### src/rtl/cpu_pkg.sv
// Shared definitions for the register-file write-port arbiter.
package cpu_pkg;

    typedef enum logic [1:0] {
        IDLE,
        HELD,
        STEAL
    } arb_state_e;

    localparam logic [4:0] XZR = 5'd31;
    localparam int unsigned DATA_W = 64;

endpackage

### src/rtl/pending_entry_reg.sv
// One-entry holding register for a displaced long-latency result.
module pending_entry_reg #(
    parameter int unsigned WIDTH = 64
) (
    input  logic             clk,
    input  logic             reset_n,
    input  logic             load,
    input  logic             clear,
    input  logic [4:0]       in_rd,
    input  logic [WIDTH-1:0] in_data,
    output logic             valid,
    output logic [4:0]       rd,
    output logic [WIDTH-1:0] data
);

    always_ff @(posedge clk or negedge reset_n) begin
        if (!reset_n) begin
            valid <= 1'b0;
            rd    <= 5'd0;
            data  <= '0;
        end else if (clear) begin
            valid <= 1'b0;
        end else if (load) begin
            valid <= 1'b1;
            rd    <= in_rd;
            data  <= in_data;
        end
    end

endmodule

### src/rtl/regwrite_port_arbiter.sv
// Shares the register-file write port between pipeline writeback and a
// long-latency unit; writeback wins, displaced results are buffered and drained.
module regwrite_port_arbiter
    import cpu_pkg::*;
#(
    parameter int unsigned WIDTH        = DATA_W,
    parameter int unsigned STARVE_LIMIT = 4
) (
    input  logic             clk,
    input  logic             reset_n,
    input  logic             wb_regwrite,
    input  logic [4:0]       wb_rd,
    input  logic [WIDTH-1:0] wb_data,
    input  logic             lu_valid,
    input  logic [4:0]       lu_rd,
    input  logic [WIDTH-1:0] lu_data,
    output logic             lu_ready,
    output logic             pipe_stall,
    output logic             rf_we,
    output logic [4:0]       rf_waddr,
    output logic [WIDTH-1:0] rf_wdata,
    output logic             pending_valid,
    output logic [4:0]       pending_rd,
    output logic             dropped
);

    localparam int unsigned AgeW = (STARVE_LIMIT > 1) ? $clog2(STARVE_LIMIT) : 1;

    arb_state_e        state_q;
    logic [AgeW-1:0]   age_q;
    logic              pipe_stall_q;
    logic              dropped_q;

    logic              pend_valid;
    logic [4:0]        pend_rd;
    logic [WIDTH-1:0]  pend_data;

    logic              steal;
    logic              wbw;
    logic              lu_acc;
    logic              pend_kill;
    logic              lu_kill;
    logic              drain;
    logic              buf_load;
    logic              buf_clear;
    logic              we_int;

    assign steal    = (state_q == STEAL);
    assign lu_ready = ~pend_valid;
    assign wbw      = wb_regwrite && (wb_rd != XZR) && !steal;
    // XZR results are accepted but never reach the buffer or the port.
    assign lu_acc   = lu_valid && lu_ready && (lu_rd != XZR);

    assign pend_kill = wbw && pend_valid && (wb_rd == pend_rd);
    assign lu_kill   = wbw && lu_acc && (lu_rd == wb_rd);
    assign drain     = pend_valid && !wbw && !steal;
    assign buf_load  = wbw && lu_acc && !lu_kill;
    assign buf_clear = steal || drain || pend_kill;

    pending_entry_reg #(
        .WIDTH(WIDTH)
    ) u_pending (
        .clk    (clk),
        .reset_n(reset_n),
        .load   (buf_load),
        .clear  (buf_clear),
        .in_rd  (lu_rd),
        .in_data(lu_data),
        .valid  (pend_valid),
        .rd     (pend_rd),
        .data   (pend_data)
    );

    always_comb begin
        we_int   = 1'b0;
        rf_waddr = 5'd0;
        rf_wdata = '0;
        if (steal || (pend_valid && !wbw)) begin
            we_int   = 1'b1;
            rf_waddr = pend_rd;
            rf_wdata = pend_data;
        end else if (wbw) begin
            we_int   = 1'b1;
            rf_waddr = wb_rd;
            rf_wdata = wb_data;
        end else if (lu_acc) begin
            we_int   = 1'b1;
            rf_waddr = lu_rd;
            rf_wdata = lu_data;
        end
    end

    // Reset must suppress the write even though the port is combinational.
    assign rf_we = we_int && reset_n;

    always_ff @(posedge clk or negedge reset_n) begin
        if (!reset_n) begin
            state_q      <= IDLE;
            age_q        <= '0;
            pipe_stall_q <= 1'b0;
            dropped_q    <= 1'b0;
        end else begin
            dropped_q <= pend_kill || lu_kill;
            unique case (state_q)
                IDLE: begin
                    pipe_stall_q <= 1'b0;
                    age_q        <= '0;
                    if (buf_load) begin
                        state_q <= HELD;
                    end
                end
                HELD: begin
                    if (drain || pend_kill) begin
                        state_q <= IDLE;
                        age_q   <= '0;
                    end else if (age_q == AgeW'(STARVE_LIMIT - 1)) begin
                        state_q      <= STEAL;
                        pipe_stall_q <= 1'b1;
                    end else begin
                        age_q <= age_q + AgeW'(1);
                    end
                end
                STEAL: begin
                    state_q      <= IDLE;
                    age_q        <= '0;
                    pipe_stall_q <= 1'b0;
                end
                default: begin
                    state_q      <= IDLE;
                    age_q        <= '0;
                    pipe_stall_q <= 1'b0;
                end
            endcase
        end
    end

    assign pipe_stall    = pipe_stall_q;
    assign dropped       = dropped_q;
    assign pending_valid = pend_valid;
    assign pending_rd    = pend_rd;

endmodule
### config.mk
export PLATFORM = sky130hd
export DESIGN_NAME = regwrite_port_arbiter
export DESIGN_NICKNAME = d
export VERILOG_FILES = /design/src/rtl/cpu_pkg.sv /design/src/rtl/pending_entry_reg.sv /design/src/rtl/regwrite_port_arbiter.sv
export SDC_FILE = /design/constraint.sdc
export NUM_CORES = 1
export LEC_CHECK = 0
export ABC_AREA = 0
export BUFFER_PORTS_ARGS = -buffer_cell sky130_fd_sc_hd__buf_2
export CAP_MARGIN = 15
export CELL_PAD_IN_SITES_DETAIL_PLACEMENT = 0
export CELL_PAD_IN_SITES_GLOBAL_PLACEMENT = 1
export CORE_MARGIN = 2
export CORE_UTILIZATION = 37
export DETAILED_ROUTE_END_ITERATION = 12
export PLACE_DENSITY_LB_ADDON = 0.1
export REMOVE_ABC_BUFFERS = 1
export SLEW_MARGIN = 20
export SYNTH_ARGS = -nofsm -noshare
export SYNTH_HDL_FRONTEND = slang
export SYNTH_HIERARCHICAL = 1
export SYNTH_SLANG_ARGS = --single-unit
### constraint.sdc
create_clock -name clk -period 4.89 [get_ports clk]
set_clock_uncertainty 0.05 [all_clocks]
set_input_delay 0.2445 -clock clk [delete_from_list [all_inputs] [get_ports clk]]
set_output_delay 0.2445 -clock clk [all_outputs]
set_load 0.05 [all_outputs]
Yosys cells after proc, flatten, opt, wreduce, memory -nomap -nowiden
Index checks and enable logic that the tools add are counted.
{"block": "word_totals", "output_inout_bits": 79, "inputBits": 142, "ff_bits": 76, "latchBits": 0, "elab_cells": 68, "memories": 0, "mem_bits_rw": 0, "rom_bits": 0}
{"block": "classes", "n_eq_ne": 12, "n_mul": 0, "n_mux": 21, "order_cmp": 0, "bitwise_logic": 2, "n_div": 0, "add_sub_neg": 1, "n_reduce_logical": 25, "shift": 0}
{"cell": "2-to-1 mux 64 bit", "count": 3}
{"cell": "2-to-1 mux 5 bit", "count": 3}
{"cell": "logical AND 1 bit", "count": 12}
{"cell": "2-to-1 mux 2 bit", "count": 6}
{"cell": "== test 5 bit", "count": 2}
{"cell": "!= test 5 bit (second input constant)", "count": 2}
{"cell": "2-to-1 mux 1 bit", "count": 8}
{"cell": "!= test 2 bit (second input constant)", "count": 3}
{"cell": "!= test 3 bit (second input constant)", "count": 2}
{"cell": "AND reduction 2 bit", "count": 3}
{"cell": "logical OR 1 bit", "count": 5}
{"cell": "== test 2 bit (second input constant)", "count": 2}
{"cell": "one-hot mux 2 bit (2 select lines)", "count": 1}
{"cell": "zero test 1 bit", "count": 3}
{"cell": "adder 2 x 1 -> 2 bit (second input constant)", "count": 1}
{"cell": "== test 2 x 1 -> 1 bit (second input constant)", "count": 1}
{"cell": "zero test 2 bit", "count": 1}
{"cell": "inverter 1 bit", "count": 2}
{"cell": "nonzero test 2 bit", "count": 1}

Longest topological paths before layout
Gate-level depths: netlist of the first run.
{"block": "depth", "depth_word": 10, "depth_mapped": 12, "depth_no_buf": 6}

Cells and area by module
Netlist of the first run, hierarchy kept.
{"module": "pending_entry_reg", "cells_each": 150, "instances": 1, "area_each_um2": 2650.0, "seq_area_each_um2": 1751.7}
{"module": "regwrite_port_arbiter", "cells_each": 291, "instances": 1, "area_each_um2": 1993.2, "seq_area_each_um2": 150.1}

Least setup slack after synthesis of the first run
OpenSTA, ideal clock, no wires.
{"block": "synth_path", "path_kind": "reg2out", "start": "reg u_pending.valid", "end": "out rf_waddr[0]", "required_ps": 4595, "path_buffers": 1, "stages_incl_launch_ff": 5, "setup_slack_ps": 1943, "arrival_ps": 2653, "cell_sequence": "dfrtp_1 > inv_1 > a21oi_2 > buf_2 > o31ai_1"}
{"block": "synth_via", "elab_chain_len": 6, "word_cells_on_any_way": 8, "classes_between": "mux (3); bitwise (1); reduce/logical (4)"}
{"item": "from (decl)", "line": "pending_entry_reg.sv:11", "text": "output logic valid,"}
{"item": "from (signal assigned)", "line": "pending_entry_reg.sv:18", "text": "valid <= 1'b0;"}
{"item": "from (signal assigned)", "line": "pending_entry_reg.sv:22", "text": "valid <= 1'b0;"}
{"item": "from (signal assigned)", "line": "pending_entry_reg.sv:24", "text": "valid <= 1'b1;"}
{"item": "inverter 1 bit", "line": "regwrite_port_arbiter.sv:49", "text": "assign lu_ready = ~pend_valid;"}
{"item": "net lu_ready", "line": "regwrite_port_arbiter.sv:17", "text": "output logic lu_ready,"}
{"item": "logical AND 1 bit (2 in series)", "line": "regwrite_port_arbiter.sv:52", "text": "assign lu_acc = lu_valid && lu_ready && (lu_rd != XZR);"}
{"item": "2-to-1 mux 5 bit", "line": "regwrite_port_arbiter.sv:86", "text": "end else if (lu_acc) begin"}
{"item": "2-to-1 mux 5 bit", "line": "regwrite_port_arbiter.sv:82", "text": "end else if (wbw) begin"}
{"item": "2-to-1 mux 5 bit", "line": "regwrite_port_arbiter.sv:78", "text": "if (steal || (pend_valid && !wbw)) begin"}
{"item": "to (decl)", "line": "regwrite_port_arbiter.sv:20", "text": "output logic [4:0] rf_waddr,"}
The timed path passes the listed nets, and every way through them passes these cells.

Worst setup path in the final report of the first run
{"block": "layout_path", "start": "reg state_q[1]", "end": "out rf_wdata[34]"}
{"block": "layout_via", "elab_chain_len": 7, "word_cells_on_any_way": 8, "classes_between": "eq/ne (1); mux (2); reduce/logical (5)"}
{"item": "from (decl)", "line": "regwrite_port_arbiter.sv:29", "text": "arb_state_e state_q;"}
{"item": "from (signal assigned)", "line": "regwrite_port_arbiter.sv:98", "text": "state_q <= IDLE;"}
{"item": "from (signal assigned)", "line": "regwrite_port_arbiter.sv:109", "text": "state_q <= HELD;"}
{"item": "from (signal assigned)", "line": "regwrite_port_arbiter.sv:114", "text": "state_q <= IDLE;"}
{"item": "== test 2 bit *", "line": "regwrite_port_arbiter.sv:48", "text": "assign steal = (state_q == STEAL);"}
{"item": "zero test 1 bit", "line": "regwrite_port_arbiter.sv:50", "text": "assign wbw = wb_regwrite && (wb_rd != XZR) && !steal;"}
{"item": "logical AND 1 bit", "line": "regwrite_port_arbiter.sv:50"}
{"item": "zero test 1 bit", "line": "regwrite_port_arbiter.sv:78"}
{"item": "logical AND 1 bit", "line": "regwrite_port_arbiter.sv:78"}
{"item": "logical OR 1 bit", "line": "regwrite_port_arbiter.sv:78"}
{"item": "2-to-1 mux 64 bit *", "line": "regwrite_port_arbiter.sv:78"}
{"item": "to (decl)", "line": "regwrite_port_arbiter.sv:21", "text": "output logic [WIDTH-1:0] rf_wdata,"}
Every way passes the cells marked *; elsewhere a longest branch is shown, timed or not.

==> results of run 1 <==
-- cell usage after synthesis (all sizes together) (2+ instances only) --
library cell  instances
nor2                142
dfrtp                76
mux2                 69
a221oi               68
buf                  34
xor2                  7
nand2                 6
clkbuf                5
nand3                 5
nor2b                 4
xnor2                 4
a21oi                 3
inv                   3
nor3                  2
o211a                 2
o21ai                 2
-- final cells by class --
class                      count  area, µm²
clock buffer                  14      254.0
timing repair buffer         228       1195
fill                        1177       6070
sequential                    76       1902
inverter                       3      11.26
clock inverter                 2      10.01
tap                          168      210.2
multi-input combinational    323       2460
-- worst paths after layout --
check | start | end | slack, ps | cells after the start
max | state_q[1]$_DFFE_PN0P_ | rf_wdata[34] | 1740 | 7
min in group asynchronous | reset_n | dropped$_DFF_PN0_ | 440 | 2
min | lu_data[16] | u_pending/data[16]$_DFFE_PN0P_ | 120 | 2
max in group asynchronous | reset_n | u_pending/data[0]$_DFFE_PN0P_ | 3800 | 2
max reg2reg | state_q[1]$_DFFE_PN0P_ | u_pending/data[5]$_DFFE_PN0P_ | 1790 | 7
min reg2reg | pipe_stall$_DFFE_PN0P_ | pipe_stall$_DFFE_PN0P_ | 430 | 2
-- cells by family (layout without fill, tap and decap cells) --
family / Yosys count / after routing
AO/OA/AOI/OAI: 79 / 79
buffers and inverters: 42 / 247
adder cells (fa/ha/maj): 1 / 1
XOR/XNOR: 11 / 11
AND/OR/NAND/NOR: 162 / 162
flip-flops: 76 / 76
multiplexers: 70 / 70
-- metal layers --
| layer | vias up | global-route usage | part of all wire |
|---|---|---|---|
| li1 | 2010 | - | - |
| met5 | - | 0 | 0 |
| met1 | 1964 | 0.2416 | 0.44 |
| met2 | 123 | 0.3205 | 0.50 |
| met3 | 12 | 0.03400 | 0.051 |
| met4 | 0 | 0.06190 | 0.013 |
-- report_power, final --
part           switching, W  internal, W
registers          0.000180     0.000937
clock network      0.000240     0.000356
logic               0.00146     0.000716
total               0.00188      0.00201
-- registers in the layout (all words and copies together), names as in the netlist --
register	count
state_q	2
pipe_stall	1
u_pending/data	64
age_q	2
u_pending/rd	5
u_pending/valid	1
dropped	1
-- stage by stage --
step                      setup slack, ps  total power, W  cell area [µm²]  std cells
after floorplan                     200.8        0.002796             4364        402
after global placement               1803        0.003281             5764        797
after detailed placement             1735        0.003315             5764        797
after CTS                            1653        0.003931             6028        813
after global routing                 1512        0.004121             6042        814
final                                1740        0.003889             6042        814
-- critical path, delay by kind of cell, from the launching register on --
| family | cells | cell delay, ps |
|---|---|---|
| AOI/OAI and AO/OA | 2 | 770 |
| buffers and inverters | 2 | 850 |
| DFF | 1 | 370 |
| and+or+nand+nor | 3 | 530 |
-- timing repair --
action                                  CTS  global route
hold endpoints to repair                  0            76
endpoints found under the setup margin    0             0
hold buffers                              0             1
==> flow_metrics.env, run 1 <==
export IMPL_outcome="completed"
export IMPL_netlist_area_mm2=0.004643
export IMPL_async_reset_ff_frac=1.000
export IMPL_die_h_um=116.0
export IMPL_period_share=0.6442
export IMPL_cts_tree="done"
export IMPL_routed_wl_um=12580
export IMPL_netlist_instances=441
export IMPL_critPathLaunchType="register"
export IMPL_crit_arrival_ps=2860
export IMPL_syn_area_per_cell_um2=10.53
export IMPL_ir_worst_vdd_v=0.0003283
export IMPL_power_density_mw_per_mm2=643.6
export IMPL_grt_pass1_wl_um=19930
export IMPL_final_util=0.4989
export IMPL_relSlewSlack=0.5097
export IMPL_synth_top_area_cell="dfrtp_1"
export IMPL_synth_xor_area_frac=0.02075
export IMPL_critPathMaxStageDelay_ps=590
export IMPL_layout_common_cells="219 x buf_2, 142 x nor2_1, 76 x dfrtp_1"
export IMPL_synth_area_leaders="dfrtp_1 41%, mux2_2 14%, nor2_1 11%"
export IMPL_grt_max_degree=78
export IMPL_fmax_ghz=0.3174
export IMPL_fp_dieW_um=116.0
export IMPL_rsz0062_at_grt="no"
export IMPL_drtAntennaViolNets=0
export IMPL_area_growth_pct=30.13
export IMPL_synth_mux_area_frac=0.1776
export IMPL_drc=0
export IMPL_antenna_cells=0
export IMPL_clock_latency_ps=320
export IMPL_clk_pin_slew_ps=60
export IMPL_synth_cell_types=34
export IMPL_grt_remaining_overflow=0
export IMPL_clk_path_buf_depth=2
export IMPL_synth_edf_count=0
export IMPL_antenna_found_initial=0
export IMPL_coreArea_mm2=0.01211
export IMPL_vias=4109
export IMPL_io_pins=221
export IMPL_synth_adder_area_share=0.002695
export IMPL_synth_top_family_by_area="compound AO/OA/AOI/OAI gates"
export IMPL_path_cells="or2b_1, o211a_4, a21o_2, buf_4, nor2_1, nor2_1, buf_2"
export IMPL_ys_seq_area_frac=0.4096
export IMPL_critical_path_class="register to output pin"
export IMPL_dieArea_mm2=0.01346
export IMPL_ys_ff_latch=76
export IMPL_grt_use_total=0.1878
export IMPL_postCtsSetupRepairBufs=0
export IMPL_grt_pass1_vias=4024
export IMPL_p_leak_nw=2.863
export IMPL_drt_first_pass_iters=4
export IMPL_viasPerCell=5.048
export IMPL_cap_violations=0
export IMPL_synth_top_area_frac=0.4096
export IMPL_mostFrequentLayoutCell="buf_2"
export IMPL_yosysWarningCount=6
export IMPL_fin_crit_ps=3150
export IMPL_critPathCaptureType="output pin"
export IMPL_ys_flop_type="dfrtp_1"
export IMPL_cp_data_required_time_ps=4600
export IMPL_routabilityCongestion=0.8098
export IMPL_cts_root_buffer="clkbuf_16"
export IMPL_cts_inserted_buffers=9
export IMPL_wl_per_cell_um=15.45
export IMPL_cp_max_fo=68
export IMPL_synth_compound_area_frac=0.1867
export IMPL_finalSetupTns_ps=0
export IMPL_drtIter0Drc=141
export IMPL_whs_ps=119.4
export IMPL_finalSetupViolations=0
export IMPL_finalHoldViolCount=0
export IMPL_start_util=0.3834
export IMPL_min_path_type="input pin to register"
export IMPL_tightest_slew_ps=735.5
export IMPL_clock_sink_count=76
export IMPL_num_rows=40
export IMPL_path_common_cell="nor2_1"
export IMPL_cts_max_level=3
export IMPL_ctsResizeCount=0
export IMPL_io_buffers=220
export IMPL_maxSlewViolCount=0
export IMPL_synth_simple_gate_area_frac=0.1401
export IMPL_critical_path_slowest_cell="o211a_4"
export IMPL_layout_drive_gt1_share=0.5294
export IMPL_nNetsFinal=784
export IMPL_dp_hpwl_um=9004
Note: power is estimated with default switching activity, not from simulation.
==> run 2, diff against run 1 <==
ABC_AREA = 1   (was 0)
CORE_UTILIZATION = 31   (was 37)
clock period = 2.8 ns   (was 4.89 ns; I/O delays follow)
==> flow_metrics.env, run 2 <==
export IMPL_nNetsFinal=1186
export IMPL_wl_per_cell_um=14.50
export IMPL_num_rows=50
export IMPL_critical_path_slowest_cell="dfrtp_1"
export IMPL_grt_remaining_overflow=0
export IMPL_synth_edf_count=0
export IMPL_vias=5883
export IMPL_cp_max_fo=32
export IMPL_final_cell_count_no_fill=1280
export IMPL_path_cells="inv_1, nand2_2, nand2_1, nor2_4, buf_4, inv_2, buf_4, nand3_1, nand2_1, nand2_1, nand2_1, buf_2"
export IMPL_clock_latency_ps=340
export IMPL_dp_hpwl_um=12380
export IMPL_critPathCaptureType="output pin"
export IMPL_maxSlewViolCount=0
export IMPL_netlist_top_cells_count="390 x nand2_1, 135 x nand3_1, 76 x dfrtp_1"
export IMPL_async_reset_ff_frac=1.000
export IMPL_grt_busiest_layer="met2"
export IMPL_largest_reg_flops=64
export IMPL_netlist_instances=839
export IMPL_path_common_cell="nand2_1"
export IMPL_finalSetupTns_ps=0
export IMPL_critical_path_class="register to output pin"
export IMPL_cap_violations=0
export IMPL_synth_top_area_cell="dfrtp_1"
export IMPL_coreArea_mm2=0.01871
export IMPL_grt_use_total=0.1864
export IMPL_clock_sink_count=76
export IMPL_cts_root_buffer="clkbuf_16"
export IMPL_mostFrequentLayoutCell="nand2_1"
export IMPL_start_util=0.3165
export IMPL_gr_usage_met3=0.02995
export IMPL_largest_register="u_pending/data"
export IMPL_dp_cells=1257
export IMPL_reg2reg_depth=10
export IMPL_grt_pass1_vias=5721
export IMPL_largestRegisters="u_pending/data x64, u_pending/rd x5"
export IMPL_routed_wl_um=18560
export IMPL_layout_drive_gt1_share=0.3767
export IMPL_grt_pass1_wl_um=30130
export IMPL_postCtsSetupRepairBufs=0
export IMPL_layout_common_cells="390 x nand2_1, 219 x buf_2, 135 x nand3_1"
export IMPL_ys_flop_type="dfrtp_1"
export IMPL_drtAntennaViolNets=0
export IMPL_ir_worst_vdd_v=0.0004376
export IMPL_critPathMaxStageDelay_ps=380
export IMPL_cts_max_level=3
export IMPL_io_pins=221
export IMPL_io_buffers=220
export IMPL_relSlewSlack=0.4142
export IMPL_syn_area_per_cell_um2=7.055
export IMPL_die_h_um=142.2
export IMPL_grtUsageMet1=0.2632
export IMPL_tightest_slew_ps=878.7
export IMPL_cts_tree="done"
export IMPL_power_density_mw_per_mm2=1000
export IMPL_dieArea_mm2=0.02022
export IMPL_fmax_ghz=0.3902
export IMPL_timing_rr_end="u_pending/data[1]$_DFFE_PN0P_"
export IMPL_viasPerCell=4.596
export IMPL_area_growth_pct=26.74
export IMPL_ys_ff_latch=76
export IMPL_synth_most_common_cell="nand2_1"
export IMPL_antenna_found_initial=0
export IMPL_grt_max_degree=71
export IMPL_synth_area_leaders="dfrtp_1 32%, nand2_1 25%, nand2_4 11%"
export IMPL_min_path_type="input pin to register"
export IMPL_fin_ws_ps=237.0
export IMPL_ys_seq_area_frac=0.3213
export IMPL_crit_arrival_ps=2370
export IMPL_clk_path_buf_depth=2
export IMPL_use_met2=0.2967
export IMPL_drc=0
export IMPL_rsz0062_at_grt="no"
export IMPL_finalHoldViolCount=0
export IMPL_crit_start="state_q[0]$_DFFE_PN0P_"
export IMPL_yosysWarningCount=6
export IMPL_fp_dieW_um=142.2
export IMPL_finalSetupViolations=0
export IMPL_outcome="completed"
export IMPL_cts_inserted_buffers=9
export IMPL_r2r_slack_ps=450
export IMPL_critPathLaunchType="register"
export IMPL_cp_data_required_time_ps=2610
export IMPL_synth_top_area_frac=0.3213
export IMPL_routabilityCongestion=0.7494
export IMPL_fin_crit_ps=2563
export IMPL_crit_end="rf_wdata[25]"
export IMPL_antenna_cells=0
export IMPL_p_leak_nw=4.298
export IMPL_worstReg2RegStart="state_q[1]$_DFFE_PN0P_"
export IMPL_place_ws_ps=452.2
export IMPL_netlist_area_mm2=0.005919
export IMPL_clk_pin_slew_ps=60
export IMPL_synth_cell_types=28
export IMPL_drt_first_pass_iters=5
export IMPL_drtIter0Drc=227
export IMPL_period_share=0.9154
-- run 2: changes by cell type after synthesis, sizes merged, moves of 5 or more --
cell / previous run / this run
buf: 34 / 55
nor2: 142 / 9
nand4: 0 / 5
o21ai: 2 / 7
nand2: 6 / 511
nand3: 5 / 146
inv: 3 / 18
a221oi: 68 / 0
mux2: 69 / 0
-- run 2: metal layers --
| metal | wire (µm) | vias to the layer above |
|---|---|---|
| met5 | 0 | - |
| met2 | 8321 | 161 |
| li1 | - | 3036 |
| met4 | 205 | 0 |
| met3 | 1000 | 13 |
| met1 | 9028 | 2673 |
-- run 2: final cells by class --
class | instances | area [µm²]
clock inverter | 3 | 40.04
tap | 234 | 292.8
clock buffer | 11 | 232.7
fill | 2035 | 11200
multi-input combinational | 687 | 3515
sequential | 76 | 1902
timing repair buffer | 251 | 1450
inverter | 18 | 70.07
-- run 2: repair_timing --
| action | in CTS | in global routing |
|---|---|---|
| hold buffers | 9 | 0 |
| resized for setup | 0 | 1 |
| setup endpoints to repair | 0 | 65 |
| endpoints found under the hold margin | 84 | 0 |
-- run 2: worst max-delay path: cells and delay by family, from the launching register on --
kind          cells  cell delay [ps]
flops             1              380
simple gates      7              610
buf+inv           5             1010
-- run 2: cells by family (layout without fill, tap and decap cells) --
kind of cell	count (synthesis)	after routing	share of synthesized area
simple gates	673	673	0.5745
xor+xnor	4	4	0.005919
fa+ha+maj	1	1	0.002113
flops	76	76	0.3213
compound gates	9	9	0.009511
buf+inv	76	283	0.08666
-- run 2: worst min-delay path by stage --
stage | start | to | slack, ps | cells after the start
after floorplan | reset_n | age_q[0]$_DFFE_PN0P_ | -210 | 0
after global placement | reset_n | u_pending/data[28]$_DFFE_PN0P_ | 230 | 2
after detailed placement | reset_n | u_pending/data[28]$_DFFE_PN0P_ | 230 | 2
after CTS | lu_data[22] | u_pending/data[22]$_DFFE_PN0P_ | 0.006 | 3
after global routing | lu_data[57] | u_pending/data[57]$_DFFE_PN0P_ | 10 | 3
final | lu_data[6] | u_pending/data[6]$_DFFE_PN0P_ | 10 | 3
-- run 2: through the flow --
step / total power, W / util / hold slack, ps / area, µm²
2_1_floorplan: 0.005271 / - / -205.6 / 5477
3_3_place_gp: 0.006418 / 0.3815 / 227.1 / 7136
3_5_place_dp: 0.006436 / 0.3815 / 227.7 / 7136
4_1_cts: 0.007615 / 0.4009 / 0.006356 / 7498
5_1_grt: 0.008054 / 0.4011 / 12.40 / 7502
6_report: 0.007504 / 0.4011 / 11.95 / 7502
-- run 2: power breakdown --
| part | switching, W | leakage (nW) | internal (W) |
|---|---|---|---|
| clock | 0.000456 | 0.135 | 0.000678 |
| combinational | 0.00294 | 3.21 | 0.00125 |
| sequential | 0.000546 | 0.951 | 0.00163 |
==> run 3, diff against run 2 <==
CORE_ASPECT_RATIO = 1.75   (was not set)
CORE_UTILIZATION = 29   (was 31)
SYNTH_HIERARCHICAL = not set   (was 1)
==> flow_metrics.env, run 3 <==
export IMPL_critPathCaptureType="output pin"
export IMPL_clk_pin_slew_ps=60
export IMPL_whs_ps=7.181
export IMPL_mostFrequentLayoutCell="nand2_1"
export IMPL_fp_dieW_um=103.2
export IMPL_place_ws_ps=554.7
export IMPL_coreArea_mm2=0.01687
export IMPL_fmax_ghz=0.3905
export IMPL_async_reset_ff_frac=1.000
export IMPL_cp_data_required_time_ps=2610
export IMPL_finalSetupTns_ps=0
export IMPL_fin_ws_ps=239.2
export IMPL_largest_reg_flops=64
export IMPL_swShare=0.5229
export IMPL_largestRegisters="u_pending.data x64, u_pending.rd x5"
export IMPL_final_area_mm2=0.006706
export IMPL_grt_pass1_vias=5657
export IMPL_drtIter0Drc=221
export IMPL_combPwrFrac=0.549
export IMPL_path_cells="inv_1, nand2_1, nand2_1, nor2_4, inv_4, buf_12, o21ai_0, o21ai_1, buf_2"
export IMPL_grt_use_total=0.1906
export IMPL_rsz0062_at_grt="no"
export IMPL_syn_area_per_cell_um2=6.506
export IMPL_synth_xor_area_frac=0.007021
export IMPL_cp_num_buf_inv=4
export IMPL_grt_remaining_overflow=0
export IMPL_largest_register="u_pending.data"
export IMPL_yosysWarningCount=0
export IMPL_relSlewSlack=0.4607
export IMPL_clock_latency_ps=330
export IMPL_grt_busiest_layer="met2"
export IMPL_viasPerCell=4.686
export IMPL_gr_usage_met3=0.02915
export IMPL_cp_max_fo=99
export IMPL_finalHoldViolCount=0
export IMPL_critPathLaunchType="register"
export IMPL_synth_mux_area_frac=0
export IMPL_place_area_mm2=0.006218
export IMPL_routed_wl_um=17130
export IMPL_cts_max_level=3
export IMPL_ir_worst_vdd_v=0.0003612
export IMPL_synth_compound_area_frac=0.1449
export IMPL_seqPwrFrac=0.290
export IMPL_synth_top_area_cell="dfrtp_1"
export IMPL_ys_ff_latch=76
export IMPL_ys_flop_type="dfrtp_1"
export IMPL_synth_top_area_frac=0.3811
export IMPL_maxSlewViolCount=0
export IMPL_fin_crit_ps=2561
export IMPL_ctsHoldBuffers=22
export IMPL_synth_top_family_by_area="simple AND/OR/NAND/NOR gates"
export IMPL_dp_hpwl_um=11960
export IMPL_r2r_slack_ps=760
export IMPL_start_util=0.2958
export IMPL_netlist_area_mm2=0.004990
export IMPL_netlist_instances=767
export IMPL_period_share=0.9146
export IMPL_power_density_mw_per_mm2=987.8
export IMPL_nNetsFinal=1117
export IMPL_outcome="completed"
export IMPL_ctsResizeCount=0
export IMPL_use_met2=0.3617
export IMPL_synth_edf_count=0
export IMPL_finalSetupViolations=0
export IMPL_critical_path_class="register to output pin"
export IMPL_io_pins=221
export IMPL_crit_family="buffers and inverters"
export IMPL_layout_drive_gt1_share=0.2646
export IMPL_io_buffers=220
export IMPL_internal_power_w=0.003160
export IMPL_clock_sink_count=76
export IMPL_drc=0
export IMPL_power_switching_w=0.003464
export IMPL_antenna_cells=0
export IMPL_cts_tree="done"
export IMPL_clk_path_buf_depth=2
export IMPL_min_path_type="input pin to register"
export IMPL_path_common_cell="nand2_1"
export IMPL_synth_simple_gate_area_frac=0.3839
export IMPL_die_h_um=177.5
export IMPL_area_growth_pct=34.40
export IMPL_grt_max_degree=100
export IMPL_crit_arrival_ps=2370
export IMPL_routabilityCongestion=0.7806
export IMPL_fillers=2049
export IMPL_synth_most_common_cell="nand2_1"
export IMPL_num_rows=63
export IMPL_grtUsageMet1=0.2178
export IMPL_synth_cell_types=29
export IMPL_cap_violations=0
export IMPL_synth_area_leaders="dfrtp_1 38%, nand2_1 28%, nand3_1 8.0%"
export IMPL_critPathMaxStageDelay_ps=370
export IMPL_p_leak_nw=3.580
export IMPL_critical_path_slowest_cell="dfrtp_1"
export IMPL_vias=5651
export IMPL_power_w=0.006625
export IMPL_grt_pass1_wl_um=27610
export IMPL_postCtsSetupRepairBufs=0
export IMPL_cts_inserted_buffers=9
export IMPL_cts_root_buffer="clkbuf_16"
export IMPL_drtAntennaViolNets=0
export IMPL_tightest_slew_ps=809.0
export IMPL_netlist_top_cells_count="369 x nand2_1, 80 x nand3_1, 79 x o21ai_1"
export IMPL_synth_adder_area_share=0.002508
export IMPL_drt_first_pass_iters=4
export IMPL_dieArea_mm2=0.01831
export IMPL_layout_common_cells="369 x nand2_1, 219 x buf_2, 80 x nand3_1"
export IMPL_clock_power_share=0.161
export IMPL_ys_seq_area_frac=0.3811
export IMPL_antenna_found_initial=1
export IMPL_wl_per_cell_um=14.20
==> run 3: cell count changes in the layout (fill, tap and decap cells not counted), moves of 2 or more <==
cell           delta
nand3_1          -55
nand2_2          -59
buf_4            -10
o21ai_1          +78
nand2_4          -60
nand3_2          -10
clkinvlp_4        +2
dlygate4sd3_1    +13
o21ai_0          +53
nand2_1          -21
==> run 3: path summary, 6_finish.rpt <==
| path | start | end | cells after the start |
|---|---|---|---|
| setup / recovery | state_q[0]$_DFFE_PN0P_ | rf_wdata[45] | 9 |
| hold / removal | lu_data[22] | u_pending.data[22]$_DFFE_PN0P_ | 3 |
| setup reg to reg | state_q[1]$_DFFE_PN0P_ | u_pending.data[28]$_DFFE_PN0P_ | 9 |
| hold reg to reg | u_pending.data[1]$_DFFE_PN0P_ | u_pending.data[1]$_DFFE_PN0P_ | 2 |
| max in group asynchronous | reset_n | u_pending.data[49]$_DFFE_PN0P_ | 3 |
| min in group asynchronous | reset_n | u_pending.data[2]$_DFFE_PN0P_ | 2 |
==> run 3: metal layers <==
layer | vias to the layer above | wire length, µm
met2 | 122 | 9405
li1 | 2892 | -
met1 | 2621 | 6844
met5 | - | 11
met3 | 14 | 659
met4 | 2 | 206
==> run 3: worst min-delay path, stage by stage <==
cell and delay, ps:
buf_2 90, nand3_1 70, nand2_1 60
==> run 3: stage by stage <==
stage,std cells,utilization
global route,1206,0.3976
global placement,1168,0.3686
floorplan,710,-
finish,1206,0.3976
CTS,1206,0.3976
detailed placement,1168,0.3686
==> run 3: final cells by class <==
type / count / area (µm²) / share of cell area
Clock inverter: 6 / 38.79 / 0.005784
Sequential cell: 76 / 1902 / 0.2836
Tap cell: 227 / 284.0 / 0.04235
Timing Repair Buffer: 253 / 1494 / 0.2228
Clock buffer: 10 / 229.0 / 0.03414
Multi-Input combinational cell: 616 / 2686 / 0.4006
Inverter: 18 / 72.57 / 0.01082
==> run 3: logic make-up after synthesis <==
group                      after synthesis
and+or+nand+nor                        469
xor gates and xnor gates                 4
DFF                                     76
AOI/OAI and AO/OA                      142
buffers and inverters                   75
adders and majority gates                1
==> run 3: power by group through the flow <==
stage	logic (W)	registers, W	clock network (W)
floorplan	0.00253	0.00200	0
global placement	0.00366	0.00192	0
detailed placement	0.00368	0.00194	0
CTS	0.00370	0.00192	0.00110
global route	0.00401	0.00199	0.00116
finish	0.00364	0.00192	0.00107
